==> src/rtl/dispatch_pkg.sv <==
// Shared types and helpers for the instruction dispatch engine.
package dispatch_pkg;

    typedef enum logic [0:0] {
        ROUTE_TAG = 1'b0,
        ROUTE_RR  = 1'b1
    } route_mode_e;

    // Bits needed to name one of n cores (at least one bit).
    function automatic int unsigned cid_width(input int unsigned n);
        int unsigned w;
        w = 1;
        while ((64'd1 << w) < 64'(n)) w = w + 1;
        return w;
    endfunction

endpackage

==> src/rtl/sync_fifo.sv <==
// Show-ahead synchronous FIFO with flush; full/empty from wrap-bit pointers.
module sync_fifo #(
    parameter int unsigned DATA_SIZE  = 32,
    parameter int unsigned FIFO_DEPTH = 8
) (
    input  logic                         clk,
    input  logic                         rst,
    input  logic                         flush,
    input  logic                         w_en,
    input  logic [DATA_SIZE-1:0]         w_data,
    input  logic                         r_en,
    output logic [DATA_SIZE-1:0]         r_data,
    output logic                         empty,
    output logic                         full,
    output logic [$clog2(FIFO_DEPTH):0]  free_cnt
);
    localparam int unsigned PTR_W = $clog2(FIFO_DEPTH);

    logic [DATA_SIZE-1:0] mem_q [FIFO_DEPTH];
    logic [PTR_W:0]       wr_ptr_q, wr_ptr_d;
    logic [PTR_W:0]       rd_ptr_q, rd_ptr_d;
    logic [PTR_W:0]       used_c;
    logic                 do_push_c, do_pop_c;

    assign empty     = (wr_ptr_q == rd_ptr_q);
    assign full      = (wr_ptr_q[PTR_W] != rd_ptr_q[PTR_W]) &&
                       (wr_ptr_q[PTR_W-1:0] == rd_ptr_q[PTR_W-1:0]);
    assign used_c    = wr_ptr_q - rd_ptr_q;
    assign free_cnt  = (PTR_W+1)'(FIFO_DEPTH) - used_c;
    assign r_data    = mem_q[rd_ptr_q[PTR_W-1:0]];
    assign do_push_c = w_en && !full && !flush;
    assign do_pop_c  = r_en && !empty && !flush;

    always_comb begin
        wr_ptr_d = wr_ptr_q;
        rd_ptr_d = rd_ptr_q;
        if (flush) begin
            wr_ptr_d = '0;
            rd_ptr_d = '0;
        end else begin
            if (do_push_c) wr_ptr_d = wr_ptr_q + (PTR_W+1)'(1);
            if (do_pop_c)  rd_ptr_d = rd_ptr_q + (PTR_W+1)'(1);
        end
    end

    always_ff @(posedge clk) begin
        if (rst) begin
            wr_ptr_q <= '0;
            rd_ptr_q <= '0;
        end else begin
            wr_ptr_q <= wr_ptr_d;
            rd_ptr_q <= rd_ptr_d;
        end
    end

    // Storage needs no reset; pointers define validity.
    always_ff @(posedge clk) begin
        if (do_push_c) mem_q[wr_ptr_q[PTR_W-1:0]] <= w_data;
    end

endmodule

==> src/rtl/instr_dispatch_nc.sv <==
// N-core fetch/dispatch: owns the fetch PC, issues reads, routes returned words
// into per-core FIFOs and applies fixed-priority branches with a global flush.
module instr_dispatch_nc
    import dispatch_pkg::*;
#(
    parameter int unsigned NUM_CORES  = 4,
    parameter int unsigned DATA_SIZE  = 32,
    parameter int unsigned ADDR_SIZE  = 11,
    parameter int unsigned FIFO_DEPTH = 8,
    parameter int unsigned ROUTE_MODE = 0
) (
    input  logic                            clk,
    input  logic                            rst,
    output logic                            mem_r_en,
    output logic [ADDR_SIZE-1:0]            mem_radrs,
    input  logic                            mem_r_valid,
    input  logic [DATA_SIZE-1:0]            mem_r_data,
    input  logic [NUM_CORES-1:0]            branch_valid,
    input  logic [NUM_CORES*ADDR_SIZE-1:0]  branch_address,
    input  logic [NUM_CORES-1:0]            fifo_r_en,
    output logic [NUM_CORES*DATA_SIZE-1:0]  fifo_r_data,
    output logic [NUM_CORES-1:0]            fifo_empty,
    output logic [NUM_CORES-1:0]            fifo_full,
    output logic [ADDR_SIZE-1:0]            pc,
    output logic                            branch_taken,
    output logic [$clog2(NUM_CORES)-1:0]    branch_src,
    output logic                            drop_pulse
);
    localparam int unsigned CID_W  = cid_width(NUM_CORES);
    localparam int unsigned FREE_W = $clog2(FIFO_DEPTH) + 1;
    localparam route_mode_e MODE   = route_mode_e'(ROUTE_MODE[0]);

    logic [ADDR_SIZE-1:0] pc_q, pc_d;
    logic [CID_W-1:0]     rr_q, rr_d;
    logic [CID_W-1:0]     src_q, src_d;
    logic                 issued_q;
    logic                 flush_pend_q, flush_pend_d;
    logic                 taken_q;
    logic                 drop_q, drop_d;

    logic                 branch_any_c, room_c, discard_c, dest_ok_c, push_c;
    logic [CID_W-1:0]     win_c, dest_c;
    logic [ADDR_SIZE-1:0] target_c;
    logic [FREE_W-1:0]    free_cnt_c [NUM_CORES];
    logic [NUM_CORES-1:0] fifo_w_en_c;

    // Lowest-index branch request wins.
    always_comb begin
        win_c    = '0;
        target_c = '0;
        for (int i = NUM_CORES - 1; i >= 0; i--) begin
            if (branch_valid[i]) begin
                win_c    = CID_W'(i);
                target_c = branch_address[i*ADDR_SIZE +: ADDR_SIZE];
            end
        end
    end

    // Two free slots per FIFO: one for the read in flight, one for this issue.
    always_comb begin
        room_c = 1'b1;
        for (int i = 0; i < NUM_CORES; i++) begin
            if (free_cnt_c[i] < FREE_W'(2)) room_c = 1'b0;
        end
    end

    assign branch_any_c = |branch_valid;
    assign mem_r_en     = !rst && !branch_any_c && room_c;
    assign discard_c    = branch_any_c || flush_pend_q;
    assign dest_c       = (MODE == ROUTE_RR) ? rr_q : mem_r_data[DATA_SIZE-1 -: CID_W];
    assign dest_ok_c    = 32'(dest_c) < NUM_CORES;
    assign push_c       = mem_r_valid && !discard_c && dest_ok_c;

    always_comb begin
        fifo_w_en_c = '0;
        for (int i = 0; i < NUM_CORES; i++) begin
            fifo_w_en_c[i] = push_c && (dest_c == CID_W'(i));
        end
    end

    always_comb begin
        pc_d         = pc_q;
        rr_d         = rr_q;
        src_d        = src_q;
        flush_pend_d = branch_any_c && issued_q;
        drop_d       = mem_r_valid && (discard_c || !dest_ok_c);
        if (branch_any_c) begin
            pc_d  = target_c;
            src_d = win_c;
            rr_d  = '0;
        end else begin
            if (mem_r_en) pc_d = pc_q + ADDR_SIZE'(1);
            if (push_c && (MODE == ROUTE_RR)) begin
                rr_d = (32'(rr_q) == NUM_CORES - 1) ? '0 : rr_q + CID_W'(1);
            end
        end
    end

    always_ff @(posedge clk) begin
        if (rst) begin
            pc_q         <= '0;
            rr_q         <= '0;
            src_q        <= '0;
            issued_q     <= 1'b0;
            flush_pend_q <= 1'b0;
            taken_q      <= 1'b0;
            drop_q       <= 1'b0;
        end else begin
            pc_q         <= pc_d;
            rr_q         <= rr_d;
            src_q        <= src_d;
            issued_q     <= mem_r_en;
            flush_pend_q <= flush_pend_d;
            taken_q      <= branch_any_c;
            drop_q       <= drop_d;
        end
    end

    for (genvar g = 0; g < NUM_CORES; g++) begin : g_fifo
        sync_fifo #(
            .DATA_SIZE  (DATA_SIZE),
            .FIFO_DEPTH (FIFO_DEPTH)
        ) u_fifo (
            .clk      (clk),
            .rst      (rst),
            .flush    (branch_any_c),
            .w_en     (fifo_w_en_c[g]),
            .w_data   (mem_r_data),
            .r_en     (fifo_r_en[g]),
            .r_data   (fifo_r_data[g*DATA_SIZE +: DATA_SIZE]),
            .empty    (fifo_empty[g]),
            .full     (fifo_full[g]),
            .free_cnt (free_cnt_c[g])
        );
    end

    assign mem_radrs    = pc_q;
    assign pc           = pc_q;
    assign branch_taken = taken_q;
    assign branch_src   = src_q;
    assign drop_pulse   = drop_q;

endmodule

==> config.mk <==
export PLATFORM = sky130hd
export DESIGN_NAME = instr_dispatch_nc
export DESIGN_NICKNAME = d
export VERILOG_FILES = /design/src/rtl/dispatch_pkg.sv /design/src/rtl/sync_fifo.sv /design/src/rtl/instr_dispatch_nc.sv
export SDC_FILE = /design/constraint.sdc
export NUM_CORES = 1
export LEC_CHECK = 0
export BUFFER_PORTS_ARGS = -buffer_cell sky130_fd_sc_hd__buf_2
export CAP_MARGIN = 0
export CELL_PAD_IN_SITES_DETAIL_PLACEMENT = 1
export CELL_PAD_IN_SITES_GLOBAL_PLACEMENT = 1
export CORE_MARGIN = 3
export CORE_UTILIZATION = 56
export CTS_BUF_LIST = sky130_fd_sc_hd__clkbuf_4 sky130_fd_sc_hd__clkbuf_8
export DETAILED_ROUTE_END_ITERATION = 10
export PLACE_DENSITY = 0.8
export SLEW_MARGIN = 20
export SYNTH_ARGS = -nofsm -noshare
export SYNTH_HDL_FRONTEND = slang
export SYNTH_SLANG_ARGS = --single-unit
export TNS_END_PERCENT = 5
==> constraint.sdc <==
create_clock -name clk -period 8.2 [get_ports clk]
set_clock_uncertainty 0.15 [all_clocks]
set_input_delay 1.23 -clock clk [delete_from_list [all_inputs] [get_ports clk]]
set_output_delay 1.23 -clock clk [all_outputs]
set_load 0.02 [all_outputs]
# [Word level (Yosys, flattened, before mapping)]
# Memories as Yosys holds them, arrays and structs flattened. A register that Yosys moved wholly into a read port is not among the register bits.
# Index checks and enable logic that the tools add are counted.
[totals] memories=4 input_bits=87 wordCells=129 register_bits=49 ram_bits=1024
[classes] reduce_logical=45 addsub=17 n_lt_le_gt_ge=4 eq_ne=15 muxes=30
[mem_list] memory="g_fifo[0].u_fifo.mem_q" words=8 word_bits=32 read_ports=1 rd_ports_with_merged_regs=1 wr=1 line_no="sync_fifo.sv:19" rtl="logic [DATA_SIZE-1:0] mem_q [FIFO_DEPTH];"
[mem_list] memory="g_fifo[1].u_fifo.mem_q" words=8 word_bits=32 read_ports=1 rd_ports_with_merged_regs=1 wr=1 line_no="sync_fifo.sv:19"
[mem_list] memory="g_fifo[2].u_fifo.mem_q" words=8 word_bits=32 read_ports=1 rd_ports_with_merged_regs=1 wr=1 line_no="sync_fifo.sv:19"
[mem_list] memory="g_fifo[3].u_fifo.mem_q" words=8 word_bits=32 read_ports=1 rd_ports_with_merged_regs=1 wr=1 line_no="sync_fifo.sv:19"
[op_table] op="$mux W11" count=6
[op_table] op="$add A4 B1 Y4 const B" count=8
[op_table] op="$logic_and A1 B1 Y1" count=29
[op_table] op="$mux W3" count=8
[op_table] op="$eq A4 B4 Y1" count=4
[op_table] op="$lt A4 B2 Y1 const B" count=4
[op_table] op="$sub A4 B4 Y4" count=4
[op_table] op="$sub A4 B4 Y4 const A" count=4
[op_table] op="$eq A3 B3 Y1" count=4
[op_table] op="$mux W1" count=12
[op_table] op="$add A11 B1 Y11 const B" count=1
[op_table] op="$logic_not A1 Y1" count=11
[op_table] op="$mux W2" count=4
[op_table] op="$reduce_or A5 Y1" count=1
[op_table] op="$eq A2 B2 Y1 const B" count=2
[op_table] op="$ne A1 B1 Y1" count=4
[op_table] op="$reduce_or A4 Y1" count=1
[op_table] op="$eq A2 B1 Y1 const B" count=1
[op_table] op="$logic_not A2 Y1" count=1
[op_table] op="$reduce_bool A2 Y1" count=1
[op_table] op="$logic_or A1 B1 Y1" count=1

# [Logic depth before layout (Yosys ltp)]
[depth] depth_word=10 mapped_depth=12 mapped_depth_nobuf=12

# [Hierarchy]
# Synthesis repeated with hierarchy kept, for this count alone.
[hier_totals] hier_cells=1996 hier_area_um2=43203.9
[by_module_without_submodules] mod="sync_fifo" cells_per_inst=457 instances=4 area_per_inst_um2=10480.1 seq_area_each_um2=7907.6
[by_module_without_submodules] mod="instr_dispatch_nc" cells_per_inst=168 instances=1 area_per_inst_um2=1283.7 seq_area_each_um2=340.3

# [Least setup slack after synthesis]
# OpenSTA, ideal clock, no wires.
[synth_timing] path_kind="input to register" startpoint="input port branch_valid[2]" endpoint="memory g_fifo[3].u_fifo.mem_q[0][0] (enable)" path_slack_ps=2014 t_arrival_ps=5535 path_stages=6 setup_ps=501 path_buffers=2 path_cell_list="buf_2 > or4_1 > clkbuf_2 > nor3b_1 > nand4_1 > nor4_1"
[synth_via] elab_chain_len=9 word_cells_on_any_way=10 cone_classes="mux (2); reduce/logical (8)"
[synth_rtl] item="start: declaration" line_no="instr_dispatch_nc.sv:18" rtl="input logic [NUM_CORES-1:0] branch_valid,"
[synth_rtl] item="$reduce_or A4 Y1 (*)" line_no="instr_dispatch_nc.sv:67" rtl="assign branch_any_c = |branch_valid;"
[synth_rtl] item="$logic_or A1 B1 Y1" line_no="instr_dispatch_nc.sv:69" rtl="assign discard_c = branch_any_c || flush_pend_q;"
[synth_rtl] item="$logic_not A1 Y1" line_no="instr_dispatch_nc.sv:72" rtl="assign push_c = mem_r_valid && !discard_c && dest_ok_c;"
[synth_rtl] item="$logic_and A1 B1 Y1" line_no="instr_dispatch_nc.sv:72"
[synth_rtl] item="$logic_and A1 B1 Y1" line_no="instr_dispatch_nc.sv:77" rtl="fifo_w_en_c[i] = push_c && (dest_c == CID_W'(i));"
[synth_rtl] item="$logic_and A1 B1 Y1" line_no="sync_fifo.sv:31" rtl="assign do_push_c = w_en && !full && !flush;"
[synth_rtl] item="$logic_and A1 B1 Y1 (*)" line_no="sync_fifo.sv:31"
[synth_rtl] item="$mux W1 (*)" line_no="sync_fifo.sv:58" rtl="if (do_push_c) mem_q[wr_ptr_q[PTR_W-1:0]] <= w_data;"
[synth_rtl] item="$mux W1 (not written as such) (*)" line_no="sync_fifo.sv:58"
[synth_rtl] item="end: declaration" line_no="sync_fifo.sv:19"
# Mark *: on every way between the ends. The rest lies on a longest branch, timed or not.

# [Worst setup path in the final report]
[layout_timing] startpoint="register g_fifo[3].u_fifo.wr_ptr_q[1]" endpoint="output port mem_r_en"
[layout_via] elab_chain_len=5
[layout_rtl] item="start: declaration" line_no="sync_fifo.sv:20" rtl="logic [PTR_W:0] wr_ptr_q, wr_ptr_d;"
[layout_rtl] item="start signal: assignment" line_no="sync_fifo.sv:51" rtl="wr_ptr_q <= wr_ptr_d;"
[layout_rtl] item="$sub A4 B4 Y4" line_no="sync_fifo.sv:28" rtl="assign used_c = wr_ptr_q - rd_ptr_q;"
[layout_rtl] item="$sub A4 B4 Y4" line_no="sync_fifo.sv:29" rtl="assign free_cnt = (PTR_W+1)'(FIFO_DEPTH) - used_c;"
[layout_rtl] item="$lt A4 B2 Y1" line_no="instr_dispatch_nc.sv:63" rtl="if (free_cnt_c[i] < FREE_W'(2)) room_c = 1'b0;"
[layout_rtl] item="$mux W1" line_no="instr_dispatch_nc.sv:63"
[layout_rtl] item="$logic_and A1 B1 Y1" line_no="instr_dispatch_nc.sv:68" rtl="assign mem_r_en = !rst && !branch_any_c && room_c;"
[layout_rtl] item="end: declaration" line_no="instr_dispatch_nc.sv:14" rtl="output logic mem_r_en,"
# No other way between the ends.

==> metrics.md <==
| Metric | Value |
|---|---|
| DRC violations left | `0` |
| Syn. warnings | `0` |
| GP Congestion | `0.789` |
| Layout Cell Area excl Fill | `roughly 0.048 sq mm` |
| Wire length of the first global-routing pass | `approximately 160,000 microns` |
| Post-CTS Resized | `0` |
| Post-CTS Hold Fix Bufs | `0` |
| Grt total ovfl | `0` |
| Horizontal die dimension | `280 microns` |
| Worst hold path depth | `1` |
| Dpl ws | `roughly 3400 ps` |
| Slew Limit Fails | `0` |
| Total wire length | `108,000 microns` |
| Data arrival time of the critical path | `slightly above 4000 ps` |
| Minimum setup slack in the final design | `2700 ps` |
| Critical path peak fanout | `8` |
| RR Startpoint | `g_fifo[3].u_fifo.wr_ptr_q[1]$_SDFFE_PP0P_` |
| Number of max-cap violations | `0` |
| Asr flop ratio synth | `0%` |
| Post-synth EDFFs | `1,024` |
| Primary FF master, synth | `edfxtp_1` |
| Flip-flop and latch count after synthesis | `1,085` |
| Kind of start point of the critical path | `register` |
| HP Start | `issued_q$_SDFF_PP0_` |
| Destination of the worst register-to-register timing path | `mem_radrs[3]$_SDFFE_PP0P_` |
| Worst-case hold slack | `287 ps` |
| Longest Clk Path Bufs | `3` |
| Critical path start-end classification | `register to primary output` |
| Final non-filler cell total | `3,378` |
| Type of destination of the critical path | `primary output` |
| Adder-cell area share of the yosys netlist | `0.936%` |
| Synthesized-area fraction occupied by xor and xnor cells | `less than 1%` |
| Final hold violations | `0` |
| TritonCTS clock tree | `done` |
| Register-to-register path setup slack | `4260 ps` |
| Placed instance count | `slightly above 3,000` |
| Number of H-tree levels | `4` |
| Setup repair after global routing missed its margin | `no` |
| Port-buffer cells | `249` |
| Register area share after synthesis | `between 70% and 80%` |
| Mean Syn Cell Area | `21.8 sq um` |
| Area of placed instances | `0.0445 sq mm` |
| CP Data Required Time | `6820 ps` |
| Site row count | `99` |
| Layout cells sized above 1 | `41.8%` |
| Endpoints failing setup | `0` |
| Syn-to-layout area delta | `14.5%` |
| TritonRoute pass-1 iters | `7` |
| Type of the worst min-delay path | `register to register` |
| Number of vias per cell after detailed routing | `6.28` |
| Distinct cell type count after synthesis | `59` |
| Worst slew margin | `26.1%` |
| Maximum number of pins on one net before global-route repair | `between 60 and 70` |
| Vias in the first global route | `23,700` |
| Setup bufs post-CTS | `0` |
| Antenna violations before repair | `5` |
| Outcome | `completed` |
| Total power divided by cell area | `227 mW/mm^2` |
| Worst slew pin tran | `1110 ps` |
| Setup TNS | `0 ps` |
| Starting Density | `57.1%` |
| Total leakage power | `15.5 nW` |
| Half-perimeter wire length of the detailed placement result | `~57,000 microns` |
| Root buffer selected by CTS | `clkbuf_8` |
| Drt wl/cell | `32.1 microns` |
| Fill cell total of the finished layout | `6,117` |
| Number of instances in the synthesized netlist | `1,923` |
| Clk pin slew, worst setup/hold paths | `60 ps` |
| Vert. Die Dim | `280 microns` |
| Post-synth design cell area | `0.0420 sq mm` |
| F_max | `182 MHz` |
| Depth of the worst register-to-register path | `11` |
| Share of synthesized cell area in and, or, nand and nor gates | `approximately 2.2%` |
| Initial DRC Count | `2,162` |
| Count of antenna-violating nets left after detailed routing | `0` |
| Net count, final | `2,395` |
| Combinational family with the most area after synthesis | `multiplexers` |
| I/O pin count | `250` |
| Post-synthesis net count | `2,039` |
| Final critical-path share of the clock period | `67.0%` |
| Min Tclk post-route | `about 5500 ps` |
| Via Count | `21,200` |
| Core Box Area | `0.0736 sq mm` |
| Peak VDD IR | `0.115 mV` |
| Full die area | `between 0.07 and 0.08 sq mm` |
| Clock Latency Late Sink | `~800 ps` |
| End of the worst hold path | `flush_pend_q$_SDFF_PP0_` |
| Clock buffers created by TritonCTS | `169` |
| Multiplexer area fraction after synthesis | `about 17%` |
| Synth Area in Compound Gates | `under 10%` |
| Total GRT Usage | `28.1%` |
| Clock sink count | `approximately 1,100` |
[final cells by class]
type	count	area [sq um]	area share [%]
Multi-Input combinational cell	693	9560	19.9
Antenna cell	3	7.51	0.0156
Inverter	37	139	0.289
Timing Repair Buffer	293	1780	3.70
Sequential cell	1085	32000	66.5
Tap cell	959	1200	2.50
Clock buffer	240	2920	6.06
Clock inverter	68	483	1.00
[metal layers]
layer / vias up / GRT usage (%) / wire length [microns]
met4: 2 / 12.4 / 3960
met1: 11200 / 36.0 / 40400
met3: 207 / 6.29 / 8840
li1: 8683 / - / -
met2: 1101 / 46.9 / 55200
met5: - / 0 / 11
[registers in the layout, indices dropped and copies added (netlist names), named ones only]
signal,count
g_fifo.u_fifo.wr_ptr_q,16
drop_pulse,1
g_fifo.u_fifo.rd_ptr_q,16
branch_taken,1
g_fifo.u_fifo.mem_q,1024
mem_radrs,11
issued_q,1
branch_src,2
flush_pend_q,1
[critical path, cell delays in order (launching register included)]
cell,delay [ps]
dfxtp_1,550
inv_1,250
ha_1,390
ha_1,160
inv_1,60
fa_1,440
xor2_1,170
xnor2_1,160
o32ai_2,690
nor3_1,200
buf_2,230
[placed cells by master, fill, tap and decap left out, types with 17 or more instances in the layout]
master,instances
dfxtp_1,52
mux4_2,256
xnor2_1,17
mux2_2,128
nand2_1,30
edfxtp_1,1024
inv_1,37
clkbuf_8,178
buf_4,32
nor2_1,47
clkinv_1,31
buf_2,249
ha_1,25
clkbuf_4,62
clkinv_2,18
xor2_1,17
[cells in the mapped netlist (17+ instances only)]
cell type,count,area share (%)
edfxtp_1,1024,73
nor3_1,23,0.27
nand2_1,30,0.27
nor2_1,61,0.55
dfxtp_1,61,2.9
buf_4,19,0.34
buf_2,26,0.31
mux2_2,128,3.4
xnor2_1,17,0.35
xor2_1,17,0.35
ha_1,25,0.74
clkbuf_1,55,0.49
inv_1,37,0.33
mux4_2,256,14
[report_power, final]
| part | total [mW] | switching, mW | internal [mW] |
|---|---|---|---|
| clock network | 4.65 | 2.19 | 2.46 |
| registers | 6.07 | 0.00788 | 6.06 |
| logic | 0.199 | 0.159 | 0.0402 |
| total | 10.9 | 2.35 | 8.56 |
[worst max-delay path by stage]
stage	start	to	slack (ps)	cells after the start
after global routing	g_fifo[3].u_fifo.wr_ptr_q[1]$_SDFFE_PP0P_	mem_r_en	2530	10
after detailed placement	branch_valid[0]	g_fifo[0].u_fifo.mem_q[2][21]$_DFFE_PP_	3380	6
after CTS	g_fifo[3].u_fifo.wr_ptr_q[1]$_SDFFE_PP0P_	mem_r_en	2700	10
after global placement	branch_valid[0]	g_fifo[0].u_fifo.mem_q[2][21]$_DFFE_PP_	3540	6
after floorplan	branch_valid[2]	g_fifo[3].u_fifo.mem_q[0][0]$_DFFE_PP_	2010	6
final	g_fifo[3].u_fifo.wr_ptr_q[1]$_SDFFE_PP0P_	mem_r_en	2700	10
[cell families (layout without fill, tap and decap cells)]
kind of cell | after synthesis | in the layout
xor gates and xnor gates | 34 | 34
AOI/OAI and AO/OA | 63 | 63
other | 0 | 3
and+or+nand+nor | 173 | 173
adders and majority gates | 29 | 29
buffers and inverters | 145 | 638
muxes | 394 | 394
DFF | 1085 | 1085
[per-stage QoR]
stage	total power [mW]	utilization [%]
6_report	10.9	65.3
2_1_floorplan	6.24	-
3_3_place_gp	6.37	60.3
4_1_cts	11.0	65.0
5_1_grt	11.2	65.3
3_5_place_dp	6.38	60.4
Power figures use the tool's default switching activity.
